==> src/rtl/vic_multi.sv <==
// vic_multi: N-channel vectored interrupt controller. Channels are edge or level, maskable, and the IAKO cycle is answered with a vector and a per-channel iack.
// Priority is fixed (lowest index wins) by default; define VIC_RR_EN for round-robin arbitration.
module vic_multi #(
   parameter int unsigned  N        = 4,
   parameter logic [N-1:0] EDGE     = {N{1'b1}},
   parameter logic [15:0]  SPUR_VEC = 16'o000000
) (
   input  logic            clk_sys,
   input  logic            reset,
   input  logic            ce,
   input  logic [16*N-1:0] ivec,
   input  logic [N-1:0]    ireq,
   output logic [N-1:0]    iack,
   output logic            irq_o,
   input  logic            stb_i,
   output logic [15:0]     dat_o,
   output logic            ack_o,
   input  logic            msk_we,
   input  logic [N-1:0]    msk_din,
   output logic [N-1:0]    msk_o
);

   localparam int unsigned IW = (N > 1) ? $clog2(N) : 1;

   typedef enum logic {S_IDLE, S_ACK} state_t;

   state_t         state_q;
   logic [N-1:0]   req_q;
   logic [N-1:0]   pend_q, pend_d;
   logic [N-1:0]   mask_q, mask_d;
   logic [N-1:0]   iack_q;
   logic           msk_we_q;
   logic           irq_q;
   logic           ack_q;
   logic [15:0]    dat_q;

   logic           msk_wr;
   logic [N-1:0]   pend;
   logic [N-1:0]   act;
   logic [N-1:0]   rise;
   logic [N-1:0]   grant;
   logic [N-1:0]   clr;
   logic           found;
   logic [IW-1:0]  win;
   logic [15:0]    win_vec;
   logic           take;

`ifdef VIC_RR_EN
   logic [IW-1:0]  rr_q, rr_d;
   int unsigned    rr_idx;
`endif

   // A mask write lands on the same ce as the act evaluation it affects.
   always_comb begin
      msk_wr = ce & msk_we & ~msk_we_q;
      mask_d = msk_wr ? msk_din : mask_q;
      for (int i = 0; i < N; i++) begin
         pend[i] = EDGE[i] ? pend_q[i] : ireq[i];
      end
      act  = pend & ~mask_d;
      rise = ireq & ~req_q & EDGE;
   end

   // Scan from highest offset down so the last hit is the preferred channel.
   always_comb begin
      found = 1'b0;
      win   = '0;
`ifdef VIC_RR_EN
      rr_idx = 0;
      for (int k = N - 1; k >= 0; k--) begin
         rr_idx = (int'(rr_q) + k) % N;
         if (act[rr_idx[IW-1:0]]) begin
            found = 1'b1;
            win   = rr_idx[IW-1:0];
         end
      end
      rr_d = (win == IW'(N - 1)) ? '0 : win + 1'b1;
`else
      for (int k = N - 1; k >= 0; k--) begin
         if (act[k]) begin
            found = 1'b1;
            win   = IW'(k);
         end
      end
`endif
   end

   always_comb begin
      grant   = '0;
      win_vec = SPUR_VEC;
      for (int k = 0; k < N; k++) begin
         if (found && (win == IW'(k))) begin
            grant[k] = 1'b1;
            win_vec  = ivec[16*k +: 16];
         end
      end
      take   = (state_q == S_IDLE) & stb_i;
      clr    = take ? grant : '0;
      // A fresh edge on the ack cycle re-arms the channel.
      pend_d = ((pend_q & ~clr) | rise) & EDGE;
   end

   always_ff @(posedge clk_sys or posedge reset) begin
      if (reset) begin
         state_q  <= S_IDLE;
         req_q    <= '0;
         pend_q   <= '0;
         mask_q   <= '0;
         iack_q   <= '0;
         msk_we_q <= 1'b0;
         irq_q    <= 1'b0;
         ack_q    <= 1'b0;
         dat_q    <= '0;
`ifdef VIC_RR_EN
         rr_q     <= '0;
`endif
      end else begin
         iack_q <= '0;
         if (ce) begin
            req_q    <= ireq;
            msk_we_q <= msk_we;
            mask_q   <= mask_d;
            pend_q   <= pend_d;
            case (state_q)
               S_IDLE: begin
                  if (stb_i) begin
                     dat_q   <= found ? win_vec : SPUR_VEC;
                     iack_q  <= grant;
                     ack_q   <= 1'b1;
                     irq_q   <= 1'b0;
                     state_q <= S_ACK;
`ifdef VIC_RR_EN
                     if (found) begin
                        rr_q <= rr_d;
                     end
`endif
                  end else begin
                     irq_q <= |act;
                  end
               end
               S_ACK: begin
                  if (!stb_i) begin
                     ack_q   <= 1'b0;
                     irq_q   <= |act;
                     state_q <= S_IDLE;
                  end else begin
                     irq_q <= 1'b0;
                  end
               end
               default: state_q <= S_IDLE;
            endcase
         end
      end
   end

   assign iack  = iack_q;
   assign irq_o = irq_q;
   assign dat_o = dat_q;
   assign ack_o = ack_q;
   assign msk_o = mask_q;

endmodule

==> config.mk <==
export PLATFORM = sky130hd
export DESIGN_NAME = vic_multi
export DESIGN_NICKNAME = d
export VERILOG_FILES = /design/src/rtl/vic_multi.sv
export SDC_FILE = /design/constraint.sdc
export NUM_CORES = 1
export LEC_CHECK = 0
export CAP_MARGIN = 30
export CELL_PAD_IN_SITES_DETAIL_PLACEMENT = 1
export CELL_PAD_IN_SITES_GLOBAL_PLACEMENT = 2
export CORE_ASPECT_RATIO = 0.7
export CORE_MARGIN = 2
export CORE_UTILIZATION = 23
export DETAILED_ROUTE_END_ITERATION = 8
export PLACE_DENSITY = 0.85
export SLEW_MARGIN = 20
export SYNTH_ARGS = -nofsm -noshare
export SYNTH_HDL_FRONTEND = slang
export SYNTH_SLANG_ARGS = --single-unit
==> constraint.sdc <==
create_clock -name clk_sys -period 2.7 [get_ports clk_sys]
set_clock_uncertainty 0.05 [all_clocks]
set_input_delay 0.54 -clock clk_sys [delete_from_list [all_inputs] [get_ports clk_sys]]
set_output_delay 0.54 -clock clk_sys [all_outputs]
set_load 0.01 [all_outputs]
==> results of run 1 <==
==> worst max-delay path: cells and delay by family <==
family / cells / cell delay (ps)
compound gates: 1 / 130
buf+inv: 2 / 650
mux: 1 / 320
simple gates: 3 / 960
==> Yosys cell counts <==
master,number
nand3b_1,1
and2_1,1
nor3_4,1
nor2_1,3
a31oi_4,1
a31oi_1,16
and3b_1,1
nand2b_1,2
nand2_2,1
a22oi_1,15
inv_1,10
mux2_4,1
a211oi_1,10
nand2_1,17
o211a_2,1
mux2i_2,1
o41ai_2,1
and3_1,11
clkbuf_1,13
nand4b_1,3
buf_6,4
ha_1,1
nor4_1,1
a221oi_1,5
o22ai_1,1
nor2b_1,5
buf_2,4
nand3_1,47
mux2i_4,1
nor3_1,1
mux2_2,2
o211ai_1,1
dfrtp_1,36
o21ai_0,27
o2bb2ai_1,2
o211ai_2,1
and2_0,1
==> placed cells by master (no fill, tap or decap), drive strengths merged, types with 5 or more instances in the layout <==
cell type	instances
buf	20
nor2b	5
o21ai	27
a31oi	17
nand2	18
nand3	47
clkdlybuf4s50	102
a211oi	10
a221oi	5
inv	11
a22oi	15
and3	11
clkbuf	6
dfrtp	36
==> power groups by stage <==
stage | clock network [uW] | logic, uW | registers [uW]
global route | 643 | 1300 | 805
finish | 602 | 1190 | 782
floorplan | 0 | 560 | 817
CTS | 615 | 1200 | 782
detailed placement | 0 | 1200 | 791
global placement | 0 | 1160 | 786
==> sequential cells by signal, indices dropped and copies added, names as in the netlist <==
name / count
dat_o: 16
iack: 4
msk_o: 4
pend: 4
req_q: 4
ack_o: 1
irq_o: 1
msk_we_q: 1
state_q: 1
==> kinds of logic (layout without fill, tap and decap cells) <==
family          Yosys count  after routing  share of synthesized area
buf+inv                  31            140                     0.0686
mux                       5              5                     0.0334
fa+ha+maj                 1              1                    0.00566
simple gates             96             96                      0.232
flops                    36             36                      0.408
compound gates           81             81                      0.253
==> metrics by stage <==
| stage | area [um^2] | utilization |
|---|---|---|
| final | 3600 | 0.392 |
| after global routing | 3600 | 0.392 |
| after CTS | 3600 | 0.392 |
| after detailed placement | 3450 | 0.375 |
| after global placement | 3450 | 0.375 |
| after floorplan | 2210 | - |
==> metal layers <==
layer / track usage / vias to the layer above / part of all wire
met5: 0 / - / 0
met4: 0.0222 / 0 / 0.0043
met3: 0.0399 / 4 / 0.075
met2: 0.270 / 74 / 0.46
met1: 0.234 / 1153 / 0.46
li1: - / 1159 / -
==> final timing paths <==
path	start	endpoint	cells after the start
setup / recovery	ce	irq_o$_DFFE_PP0P_	7
hold / removal	req_q[2]$_DFFE_PP0P_	pend[2]$_DFFE_PP0P_	1
setup reg to reg	msk_we_q$_DFFE_PP0P_	irq_o$_DFFE_PP0P_	6
hold reg to reg	req_q[2]$_DFFE_PP0P_	pend[2]$_DFFE_PP0P_	1
max in group asynchronous	reset	iack[1]$_DFF_PP0_	3
min in group asynchronous	reset	dat_o[2]$_DFFE_PP0P_	3
==> area by class of cell <==
type                            instances  area, um^2
Fill cell                            1078        5580
Timing Repair Buffer                  122        1200
Clock inverter                          2        13.8
Sequential cell                        36         901
Multi-Input combinational cell        183        1160
Inverter                               10        37.5
Tap cell                              124         155
Clock buffer                            6         139
==> impl_results.md, run 1 <==
* Routed WL per cell at 17.9 um
* CP required at roughly 2800 ps
* Final period utilization at 0.924
* Finish-stage setup viols at 0
* Htree depth at 2
* Internal power component at 1650 uW
* First-pass GRT wire length at 13,500 um
* Setup Buffers After CTS at 0
* Vias per std cell at approximately 5
* MaxCap Viol Count at 0
* Crit end category: register
* Yosys reg bits at 36
* CP max stage cell: clkdlybuf4s50_1
* Max Clk Rate at 401 MHz
* Core Region at slightly above 0.009 mm^2
* Die width at 121 um
* Comb power frac at 0.463
* Overflow after GRT at 0
* Global-route usage over all layers at 0.167
* Slew @ Worst Pin at 507 ps
* Post-Syn Area at 0.00221 mm^2
* Post-CTS Resized at 0
* Syn Area/Cell at 8.83 um^2
* Non-Filler Instances at 483
* Yosys warning count at 0
* R2r setup slk at ~490 ps
* WP data arrival at 2590 ps
* Fin Hold WS at 406 ps
* GP Congestion at 0.791
* Initial drt markers at 153
* Crit path kind: input port to register
* Synth top area share at 0.408
* Switching pwr at 926 uW
* Largest net degree at the start of global routing at 37
* Worst setup margin at a little over 200 ps
* Largest area contributor in the netlist: dfrtp_1
* Crit-path cells: clkdlybuf4s50_1 > and3b_1 > buf_12 > mux2i_2 > and3_1 > nor2b_1 > o22ai_1
* Antenna diode count at 0
* Status: completed
* Total routed wirelength at 8670 um
* Share of layout cells above drive strength 1 at 0.109
* CTS sink count at 36
* Drt pass-1 iters at 4
* RSZ-0062 raised after global routing: no
* # IOs at 103
* Cts bufs inserted at 5
* Pre-CTS setup slack at -111 ps
* Number of distinct library cells after synthesis at 37
* Post-CTS Hold Buffers at 0
* Reg clk slew, reported paths at 60 ps
* Crit Path Max Fanout at 7
* CP max stage delay at 480 ps
* Syn nets at 328
* Sequential share of power at 0.304
* Root Driver: clkbuf_16
* # DRC at 0
* Slew HR at 0.662
* Power Total at 2580 uW
* Seq/Total Area, Yosys at 0.408
* Final ANT Viol Nets at 0
* Row count at 29
* Hold Violations, Final at 0
* Tmin final at 2490 ps
* Area grow syn2layout at 62.9%
* Later-pin clock latency in the skew report at 280 ps
* Clock buffer depth at 2
* CP startpoint kind: input port
* Die Y at 86.0 um
* Vias at 2,390
* Clock power share at 0.234
* Dominant cells by area after synthesis: dfrtp_1 (41%), nand3_1 (11%), o21ai_0 (6.1%)
* Initial antenna violation count at 0
* Vias in the first global route at roughly 2,500
* LEAKAGE at ~0.0015 uW
* Initial Utilization at 0.241
* Die ar. at 0.0104 mm^2
* Final max-slew violation count at 0
* Dpl hpwl at 6790 um
* Worst Hold Class: register to register
* Switching share of total power at 0.359
* Synthesized netlist cell count at between 200 and 300
* Dpl cells at 475
* Setup TNS Final at 0 ps
* Layout net count at 436
* PortBufs at 102
* CTS tree: built
* Pwr/cell area at 716 mW/mm^2
* Worst VDD drop at 398 uV
Note: power is estimated with default switching activity, not from simulation.
==> run 2: changes to the inputs <==
--- a/config.mk
+++ b/config.mk
@@ -9,7 +9,6 @@
 export CELL_PAD_IN_SITES_DETAIL_PLACEMENT = 1
 export CELL_PAD_IN_SITES_GLOBAL_PLACEMENT = 2
 export CORE_ASPECT_RATIO = 0.7
-export CORE_MARGIN = 2
 export CORE_UTILIZATION = 23
 export DETAILED_ROUTE_END_ITERATION = 8
 export PLACE_DENSITY = 0.85
==> impl_results.md, run 2 (synthesized netlist as in run 1, its figures left out) <==
* Status: completed
* Area grow syn2layout at 61.9%
* Final max-slew violation count at 0
* # DRC at 0
* Crit Path Max Fanout at 24
* LEAKAGE at 0.00145 uW
* Tmin final at 2380 ps
* PortBufs at between 100 and 150
* Initial drt markers at around 120
* Later-pin clock latency in the skew report at between 200 and 300 ps
* CTS sink count at 36
* Overflow after GRT at 0
* Pwr/cell area at 720 mW/mm^2
* Slew @ Worst Pin at 579 ps
* Final period utilization at 0.882
* Final ANT Viol Nets at 0
* Die width at ~120 um
* Vias at 2,415
* Global-route usage over all layers at 0.175
* Finish-stage setup viols at 0
* Vias per std cell at 5.03
* Post-CTS Resized at 0
* Core Region at between 0.009 and 0.01 mm^2
* Htree depth at 2
* Reg clk slew, reported paths at approximately 60 ps
* Root Driver: clkbuf_16
* Crit end category: register
* WP data arrival at about 2500 ps
* Non-Filler Instances at 480
* Share of layout cells above drive strength 1 at 0.101
* Antenna diode count at 0
* RSZ-0062 raised after global routing: no
* Largest register FFs at 16
* Vias in the first global route at 2,423
* Crit path kind: input port to register
* Initial antenna violation count at 0
* # IOs at 103
* Clock buffer depth at 2
* CP startpoint kind: input port
* Most common cell after layout, fill and taps aside: clkdlybuf4s50_1
* CTS tree: built
* Worst Hold Class: register to register
* Setup Buffers After CTS at 0
* Setup TNS Final at 0 ps
* Hold Violations, Final at 0
* GP Congestion at ~0.77
* Largest net degree at the start of global routing at 37
* Initial Utilization at 0.241
* Most frequent cells in the layout: clkdlybuf4s50_1 (102), nand3_1 (47), dfrtp_1 (36)
* Fillers at approximately 1,100
* CP required at around 2900 ps
* Die ar. at 0.0100 mm^2
* Dpl cells at 472
* Dpl hpwl at just under 7000 um
* Row count at 29
* Routed WL per cell at 18.4 um
* Slew HR at 0.613
* Worst VDD drop at 273 uV
* Post-CTS Hold Buffers at 0
* Total routed wirelength at 8810 um
* Drt pass-1 iters at 4
* First-pass GRT wire length at 13,500 um
* Max Clk Rate at 420 MHz
* MaxCap Viol Count at 0
* Layout net count at 433
* Die Y at 84.0 um
* Cts bufs inserted at 5
[run 2: metrics by stage]
step	cell area [um^2]	utilization	hold WS [ps]	setup slack [ps]	power, uW
after floorplan	2210	-	366	739	1380
after global placement	3420	0.373	382	97.2	1940
after detailed placement	3420	0.373	388	43.4	1970
after CTS	3580	0.390	392	328	2590
after global routing	3580	0.390	409	195	2730
final	3580	0.390	390	319	2580
[run 2: worst max-delay path, stage by stage]
cell             delay (ps)
clkdlybuf4s50_1         470
and3b_1                 210
buf_12                  190
mux2i_4                 330
and3_1                  290
nand2_2                 250
a31oi_1                 230
[run 2: per-layer routing]
layer / up-vias / wire length [um] / GRT usage / share of wire
met1: 1194 / 4430 / 0.253 / 0.50
met3: 4 / 429 / 0.0362 / 0.049
li1: 1152 / - / - / -
met4: 0 / 44 / 0.0334 / 0.0050
met2: 65 / 3910 / 0.268 / 0.44
met5: - / 0 / 0 / 0
[run 2: path summary, 6_finish.rpt]
| path | startpoint | end | slack, ps | depth (start not counted) |
|---|---|---|---|---|
| worst max-delay path | ce | dat_o[8]$_DFFE_PP0P_ | 320 | 7 |
| worst min-delay path | req_q[2]$_DFFE_PP0P_ | pend[2]$_DFFE_PP0P_ | 390 | 1 |
| worst max register to register | msk_we_q$_DFFE_PP0P_ | dat_o[8]$_DFFE_PP0P_ | 590 | 6 |
| worst min register to register | req_q[2]$_DFFE_PP0P_ | pend[2]$_DFFE_PP0P_ | 390 | 1 |
| max in group asynchronous | reset | dat_o[9]$_DFFE_PP0P_ | 1640 | 3 |
| min in group asynchronous | reset | iack[3]$_DFF_PP0_ | 640 | 3 |
[run 2: layout make-up]
cell class,count,area [um^2],area share
multi-input combinational,183,1160,0.323
clock inverter,2,13.8,0.00385
sequential,36,901,0.252
inverter,10,37.5,0.0105
clock buffer,6,139,0.0388
timing repair buffer,119,1170,0.328
tap,124,155,0.0434
[run 2: where the power goes]
group | leakage [uW] | internal [uW] | switching [uW]
clock network | 0.0000772 | 369 | 236
logic | 0.000916 | 604 | 580
registers | 0.000454 | 674 | 113
